`src/rtl/range_stats_unit.sv`:
```
`default_nettype none
// ============================================================================
// Module      : range_stats_unit
// Description : Streaming min/max/range/count tracker for a qualified sample
//               stream over a go..finish session, with signed or unsigned
//               compare, coded protocol errors and a one-cycle done pulse.
// Revision    : 1.0 - initial release
// ============================================================================
module range_stats_unit #(
  parameter int WIDTH     = 8,
  parameter int CNT_WIDTH = 16,
  parameter bit SIGNED    = 1'b0
) (
  input  logic                 clock,
  input  logic                 reset,
  input  logic [WIDTH-1:0]     data_in,
  input  logic                 valid,
  input  logic                 go,
  input  logic                 finish,
  output logic [WIDTH-1:0]     range,
  output logic [WIDTH-1:0]     min_out,
  output logic [WIDTH-1:0]     max_out,
  output logic [CNT_WIDTH-1:0] count,
  output logic                 done,
  output logic                 busy,
  output logic                 error,
  output logic [1:0]           err_code
);

  typedef enum logic [1:0] {
    S_IDLE  = 2'd0,
    S_RUN   = 2'd1,
    S_DONE  = 2'd2,
    S_ERROR = 2'd3
  } state_t;

  localparam logic [1:0] c_ERR_NONE   = 2'b00;
  localparam logic [1:0] c_ERR_FINISH = 2'b01;
  localparam logic [1:0] c_ERR_GO     = 2'b10;

  state_t               state_q;
  logic [WIDTH-1:0]     run_min_q, run_max_q;
  logic [CNT_WIDTH-1:0] run_cnt_q;
  logic [WIDTH-1:0]     range_q, min_q, max_q;
  logic [CNT_WIDTH-1:0] count_q;
  logic                 done_q, busy_q, error_q;
  logic [1:0]           err_code_q;

  logic [WIDTH-1:0]     upd_min_d, upd_max_d;
  logic [CNT_WIDTH-1:0] upd_cnt_d;
  logic [WIDTH-1:0]     fin_min_d, fin_max_d, fin_range_d;
  logic [CNT_WIDTH-1:0] fin_cnt_d;

  // Ordering in the configured interpretation (two's complement or unsigned)
  function automatic logic less_than(input logic [WIDTH-1:0] a,
                                     input logic [WIDTH-1:0] b);
    if (SIGNED) return $signed(a) < $signed(b);
    else        return a < b;
  endfunction

  // Running statistics as they would be after absorbing the current sample,
  // and the values to publish if the session closes this cycle
  always_comb begin
    upd_min_d   = less_than(data_in, run_min_q) ? data_in : run_min_q;
    upd_max_d   = less_than(run_max_q, data_in) ? data_in : run_max_q;
    upd_cnt_d   = (&run_cnt_q) ? run_cnt_q : run_cnt_q + CNT_WIDTH'(1);
    fin_min_d   = valid ? upd_min_d : run_min_q;
    fin_max_d   = valid ? upd_max_d : run_max_q;
    fin_cnt_d   = valid ? upd_cnt_d : run_cnt_q;
    // max >= min in the chosen interpretation, so the modular difference is exact
    fin_range_d = fin_max_d - fin_min_d;
  end

  // Session FSM with running accumulators and registered outputs
  always_ff @(posedge clock) begin
    if (reset) begin
      state_q    <= S_IDLE;
      run_min_q  <= '0;
      run_max_q  <= '0;
      run_cnt_q  <= '0;
      range_q    <= '0;
      min_q      <= '0;
      max_q      <= '0;
      count_q    <= '0;
      done_q     <= 1'b0;
      busy_q     <= 1'b0;
      error_q    <= 1'b0;
      err_code_q <= c_ERR_NONE;
    end else begin
      done_q <= 1'b0;
      unique case (state_q)
        S_IDLE, S_ERROR: begin
          if (go && !finish) begin
            // The go cycle always counts as the first sample
            run_min_q  <= data_in;
            run_max_q  <= data_in;
            run_cnt_q  <= CNT_WIDTH'(1);
            err_code_q <= c_ERR_NONE;
            error_q    <= 1'b0;
            busy_q     <= 1'b1;
            state_q    <= S_RUN;
          end else if (finish && (state_q == S_IDLE)) begin
            err_code_q <= c_ERR_FINISH;
            error_q    <= 1'b1;
            state_q    <= S_ERROR;
          end
        end
        S_RUN: begin
          if (go) begin
            // Abandon the session; published results stay as they were
            err_code_q <= c_ERR_GO;
            error_q    <= 1'b1;
            busy_q     <= 1'b0;
            state_q    <= S_ERROR;
          end else if (finish) begin
            min_q   <= fin_min_d;
            max_q   <= fin_max_d;
            range_q <= fin_range_d;
            count_q <= fin_cnt_d;
            done_q  <= 1'b1;
            busy_q  <= 1'b0;
            state_q <= S_DONE;
          end else if (valid) begin
            run_min_q <= upd_min_d;
            run_max_q <= upd_max_d;
            run_cnt_q <= upd_cnt_d;
          end
        end
        S_DONE: begin
          state_q <= S_IDLE;
        end
        default: begin
          state_q <= S_IDLE;
        end
      endcase
    end
  end

  assign range    = range_q;
  assign min_out  = min_q;
  assign max_out  = max_q;
  assign count    = count_q;
  assign done     = done_q;
  assign busy     = busy_q;
  assign error    = error_q;
  assign err_code = err_code_q;

endmodule
`default_nettype wire

```
`config.mk`:
```
export PLATFORM = sky130hd
export DESIGN_NAME = range_stats_unit
export DESIGN_NICKNAME = d
export VERILOG_FILES = /design/src/rtl/range_stats_unit.sv
export SDC_FILE = /design/constraint.sdc
export NUM_CORES = 1
export LEC_CHECK = 0
export CAP_MARGIN = 20
export CORE_ASPECT_RATIO = 1.75
export CORE_MARGIN = 2
export CORE_UTILIZATION = 49
export CTS_CLUSTER_SIZE = 30
export DETAILED_ROUTE_END_ITERATION = 8
export HOLD_SLACK_MARGIN = 0.08
export PLACE_DENSITY = 0.72
export SYNTH_ARGS = -nofsm -noshare
export SYNTH_HDL_FRONTEND = slang
export SYNTH_SLANG_ARGS = --single-unit
```
`constraint.sdc`:
```
create_clock -name clock -period 3.6 [get_ports clock]
set_clock_uncertainty 0.05 [all_clocks]
set_input_delay 0.36 -clock clock [delete_from_list [all_inputs] [get_ports clock]]
set_output_delay 0.36 -clock clock [all_outputs]
set_load 0.01 [all_outputs]
```
---- Yosys cells after proc, flatten, opt, wreduce, memory -nomap -nowiden ----
Cells that the tools add are included.
cells by class
  add/subtract/negate cells ............... 2
  order comparisons ....................... 2
  equal/unequal tests ..................... 9
  muxes and demuxes ....................... 35
  bitwise operators ....................... 2
  reductions and logical operators ........ 13
operator list
  operator                                        number
  2-to-1 mux 16 bit                               5
  2-to-1 mux 8 bit                                9
  one-hot mux 16 bit (2 select lines)             1
  one-hot mux 8 bit (2 select lines)              2
  adder 16 x 1 -> 16 bit (second input constant)  1
  < comparator 8 bit                              2
  AND reduction 16 bit                            1
  2-to-1 mux 2 bit                                7
  AND reduction 3 bit                             3
  != test 2 bit (second input constant)           4
  subtractor 8 bit                                1
  2-to-1 mux 1 bit                                7
  != test 3 bit (second input constant)           2
  one-hot mux 2 bit (3 select lines)              1
  == test 2 bit (second input constant)           2
  one-hot mux 1 bit (2 select lines)              2
  one-hot mux 2 bit (2 select lines)              1
  AND reduction 4 bit                             1
  OR reduction 3 bit                              1
  == test 2 x 1 -> 1 bit (second input constant)  1
  logical AND 1 bit                               2
  zero test 2 bit                                 1
  NOT 1 bit                                       2
  AND reduction 2 bit                             1
  other kinds (3)                                 3
word-level totals
  flip-flop bits (word level) ............. 79
  input port bits ......................... 13
  output and inout port bits .............. 45

---- Logic depth before layout (Yosys ltp) ----
  depth after elaboration ................. 6
  depth in mapped cells ................... 16

---- Worst setup path before layout ----
Ideal clock, no wire load.
  path kind ............................... input-to-reg
  from .................................... in data_in[6]
  to ...................................... reg range_q[7], in the netlist range[7]
  setup time .............................. 0.100 ns
  arrival ................................. 3.472 ns
  data required time ...................... 3.450 ns
  setup slack ............................. -0.022 ns
  cell stages on the path ................. 16
  path through ............................ inv_1 ha_1 a21o_1 a211o_1 a21oi_1 buf_2 mux2i_1 inv_1 ha_1 nor2b_1 o21ai_0 nand2b_1 maj3_2 a21oi_4 a2111oi_2 a2111oi_4
on the way
  longest elaborated chain between the ends .. 4
  elaborated cells between the ends (all ways) .. 7
  those cells by class .................... 1 x add/sub; 2 x order compare; 4 x mux
ends and longest elaborated chain
  item                    line  text
  from (decl)             16    input logic [WIDTH-1:0] data_in,
  < comparator 8 bit      58    else return a < b;
  2-to-1 mux 8 bit        65    upd_max_d = less_than(run_max_q, data_in) ? data_in : run_max_q;
  2-to-1 mux 8 bit        --
  named net fin_max_d[1]  51    logic [WIDTH-1:0] fin_min_d, fin_max_d, fin_range_d;
  subtractor 8 bit        71    fin_range_d = fin_max_d - fin_min_d;
  to (signal assigned)    118   range_q <= fin_range_d;
  to (decl)               44    logic [WIDTH-1:0] range_q, min_q, max_q;
The timed path passes the listed nets, and every way through them passes these cells.
A chain may end at the register's enable or synchronous reset.

---- Final worst setup path ----
  from .................................... in data_in[1]
  to ...................................... reg range_q[5], in the netlist range[5]
on the way
  longest elaborated chain between the ends .. 4
  elaborated cells between the ends (all ways) .. 7
  those cells by class .................... 1 x add/sub; 2 x order compare; 4 x mux
ends and longest elaborated chain
  item                    line
  < comparator 8 bit      58
  2-to-1 mux 8 bit (*)    65
  2-to-1 mux 8 bit (*)    --
  named net fin_max_d[1]  51
  subtractor 8 bit (*)    71
Mark *: on every way through the listed nets, which the timed path passes. The rest lies on a longest branch.

==> flow_metrics.py <==
metrics = {
    "layout": {
        "synthToLayoutAreaGrowth_pct": 33.4,
        "antenna_cells": 0,
        "leading_cell_type_in_the_layout_fill_and_taps_excluded": "nor2_1",
        "mostFrequentLayoutCells": "109 x nor2_1, 79 x dfxtp_1, 55 x clkdlybuf4s50_1",
        "layout-drive-gt1-share_pct": 15.3,
        "fillCellCount": 704,
        "final_net_count": 626,
        "finalCoreUtilization_pct": 66.6,
    },
    "power": {
        "max_rail_drop_vdd_mv": 0.295,
        "power.density_cell_area_nw_per_um2": 583,
        "p_leak_nw": 2.10,
    },
    "detailed_routing": {
        "dr.pass1.iters": 5,
        "violation_count_after_the_first_detailed_routing_iteration": 211,
        "drt_drc_violations_left": 0,
        "detail-route-antenna-nets": 0,
        "totalWireLength_mm": 10.7,
        "vias_per_cell": 5.69,
        "vias": 3906,
        "route.detailed.wl_per_inst_um": 15.6,
    },
    "worst_setup_path": {
        "worstSetupStartpointType": "primary input",
        "critical_path.n_buffers_inverters": 5,
        "arrival_ns": 3.68,
        "critical_path.top_delay_family": "compound AO/OA/AOI/OAI gates",
        "timing.critical_path.required_ns": 3.78,
        "critPathMaxStageDelay_ns": 0.49,
        "worstPathMaxFanout": 4,
        "timing.rr.start": "run_max_q[6]",
        "timing.rr.end": "range[5]",
        "r2r_cells": 16,
        "criticalPathCategory": "primary input to flop",
        "path_cells": "clkdlybuf4s50_1 > inv_1 > ha_1 > o211ai_1 > o21ai_2 > a21oi_2 > buf_6 > mux2i_2 > inv_1 > ha_1 > nor2b_1 > o21ai_1 > nand2b_1 > maj3_2 > a21oi_4 > buf_6 > xnor2_1 > a21o_1",
        "end_kind": "flop",
        "worst-r2r-setup-slack_ns": 0.25,
        "crit_slowest_cell": "clkdlybuf4s50_1",
    },
    "synth": {
        "synth_seq_area_share_pct": 38.3,
        "ys_dominant_reg_cell": "dfxtp_1",
        "synth_seq_cells": 79,
        "syn-instance-count": 503,
        "ffs_w_async_s_r_synth_pct": 0,
        "synth_nets": 540,
        "synth.cell_area_um2": 4130,
        "syn_area_per_cell_um2": 8.20,
        "synth-warning-count": 0,
        "synth_cell_types": 51,
        "synth_enable_flop_cells": 0,
    },
    "clock_network": {
        "cts_max_level": 3,
        "worst_skew_pair.late_latency_ns": 0.33,
        "path_clk_slew_ns": 0.06,
        "clock-sinks": 79,
        "clockBufferDepth": 2,
        "cts_tree": "yes",
        "cts-root-buf": "clkbuf_16",
        "cts_buf_count": 9,
        "holdBufCountCts": 0,
    },
    "floorplan": {
        "core_region_area_um2": 8260,
        "dieHeight_um": 125,
        "placement_rows": 44,
        "num_io_pins": 58,
        "effective_utilization_at_floorplan_pct": 50.0,
        "die_outline_area_um2": 9200,
        "floorplan.die.width_um": 73.4,
    },
    "placement": {
        "finalWeightedCongestion": 0.960,
        "port_bufs": 57,
        "dp_hpwl_mm": 7.88,
    },
    "sta": {
        "fin_hold_ws_ns": 0.392,
        "max_slew.worst_pin.slew_ns": 0.890,
        "final_period_minus_worst_setup_slack_ns": 3.50,
        "hold_viol": 0,
        "max_clock_freq_mhz": 285,
        "slew-limit-headroom_pct": 40.7,
        "setup_viol": 0,
        "final.period_utilization_pct": 97.3,
        "timing_max_transition_violations_final": 0,
    },
    "flow_run": {
        "drv_cap": 0,
    },
    "run_status": {
        "run_status": "finished clean",
    },
    "global_route": {
        "grt_pass1_wl_mm": 17.4,
        "first_global_vias": 3728,
        "global_route.usage.total_pct": 24.2,
        "grt_overflow": 0,
        "number_of_antenna_violations_at_the_first_check_in_global_routing": 0,
        "grt_start_max_net_pins": 65,
    },
    "worst_hold_path": {
        "hold_start": "reset",
        "whs_path_depth": 2,
        "whs_endpoint": "count[13]",
        "hold_path.class": "primary input to flop",
    },
}
-- worst reg2reg max path, stage by stage, from the launching register on --
cell	delay, ns
dfxtp_1	0.41
ha_4	0.23
a21o_1	0.17
a211o_1	0.26
a21oi_2	0.13
buf_6	0.13
mux2i_2	0.23
inv_1	0.09
ha_1	0.30
nor2b_1	0.13
o21ai_1	0.12
nand2b_1	0.10
maj3_2	0.34
a21oi_4	0.21
buf_6	0.12
xnor2_1	0.06
a21o_1	0.17
-- per-layer routing --
metal / part of all wire [%] / track usage (%) / up-vias
met3: 3.0 / 4.35 / 29
met4: 4.3 / 13.0 / 0
li1: - / - / 1937
met5: 0 / 0 / -
met2: 54 / 42.8 / 91
met1: 38 / 26.2 / 1849
-- worst max path at each step --
stage	depth (start not counted)	startpoint	slack [ns]	end
after floorplan	16	data_in[6]	0.01	range[7]
after global placement	17	data_in[6]	-0.35	range[7]
after detailed placement	17	data_in[6]	-0.44	range[7]
after CTS	17	data_in[6]	-0.02	range[7]
after global routing	18	data_in[1]	-0.05	range[7]
final	18	data_in[1]	0.1	range[5]
-- Yosys cell counts, types with 2 or more instances --
master      n  area [um^2]
o21bai_1    2         15.0
nand4_1     3         18.8
dfxtp_1    79         1580
o21ai_1     3         15.0
nand2b_1    4         25.0
nand2_1    26         97.6
a211o_1     2         17.5
xor2_1      4         35.0
o211ai_1    3         22.5
and3_1      6         37.5
nand3_1     7         35.0
a31oi_1     2         12.5
o21ai_0    23          115
a222oi_1    3         30.0
mux2_2      6         67.6
ha_1       23          288
o21a_1      3         22.5
o2111a_1    2         22.5
a21oi_1    36          180
a211oi_1   28          210
a22oi_1     2         15.0
nor2_1    109          409
nor3b_1     6         45.0
a21o_1      8         60.1
a22o_1      2         17.5
a311oi_1    2         17.5
inv_1      23         86.3
and4_1      3         26.3
clkbuf_1   26         97.6
and2_1      2         12.5
a21oi_4     3         48.8
nor3_1     10         50.1
o22ai_1     3         18.8
nor2b_1     4         25.0
xnor2_1    14          123
mux2i_1     6         60.1
-- cells by family (layout without fill, tap and decap cells) --
group / Yosys count / in the layout / share of synthesized area, %
DFF: 79 / 79 / 38.3
adders and majority gates: 26 / 26 / 7.98
buffers and inverters: 50 / 141 / 4.58
AOI/OAI and AO/OA: 133 / 133 / 22.3
and+or+nand+nor: 185 / 185 / 19.9
muxes: 12 / 12 / 3.09
xor gates and xnor gates: 18 / 18 / 3.82
-- through the flow --
| stage | TNS [ns] | cell area [um^2] | worst slack [ns] | std cells | power, mW |
|---|---|---|---|---|---|
| after CTS | -0.0216 | 5370 | -0.0216 | 684 | 3.17 |
| after global routing | -0.0985 | 5500 | -0.0496 | 686 | 3.40 |
| after global placement | -1.51 | 5020 | -0.350 | 666 | 2.15 |
| final | 0 | 5500 | 0.0958 | 686 | 3.21 |
| after floorplan | 0 | 4130 | 0.0128 | 503 | 1.74 |
| after detailed placement | -2.02 | 5020 | -0.444 | 666 | 2.18 |
-- area by class of cell --
type                       count  area [um^2]  area share (%)
tap                           92          115            2.09
timing repair buffer         102          913            16.6
multi-input combinational    374         2480            45.1
inverter                      23         86.3            1.57
clock inverter                 7         97.6            1.77
clock buffer                   9          225            4.09
sequential                    79         1580            28.7
-- flip-flops by register name, indices dropped and copies added, names as in the netlist --
| register | flops |
|---|---|
| count | 16 |
| run_cnt_q | 16 |
| max_out | 8 |
| min_out | 8 |
| range | 8 |
| run_max_q | 8 |
| run_min_q | 8 |
| err_code | 2 |
| state_q | 2 |
| busy | 1 |
| done | 1 |
| error | 1 |
-- report_power, final --
part | switching (mW) | internal [mW]
clock network | 0.364 | 0.608
logic | 0.585 | 0.582
registers | 0.0804 | 0.988
total | 1.03 | 2.18
-- timing repair --
action	in CTS	in global routing
pin swaps	3	10
resized for setup	4	17
endpoints found under the setup margin	5	5
setup buffers	2	2
cloned	0	0
Power figures use the tool's default switching activity.
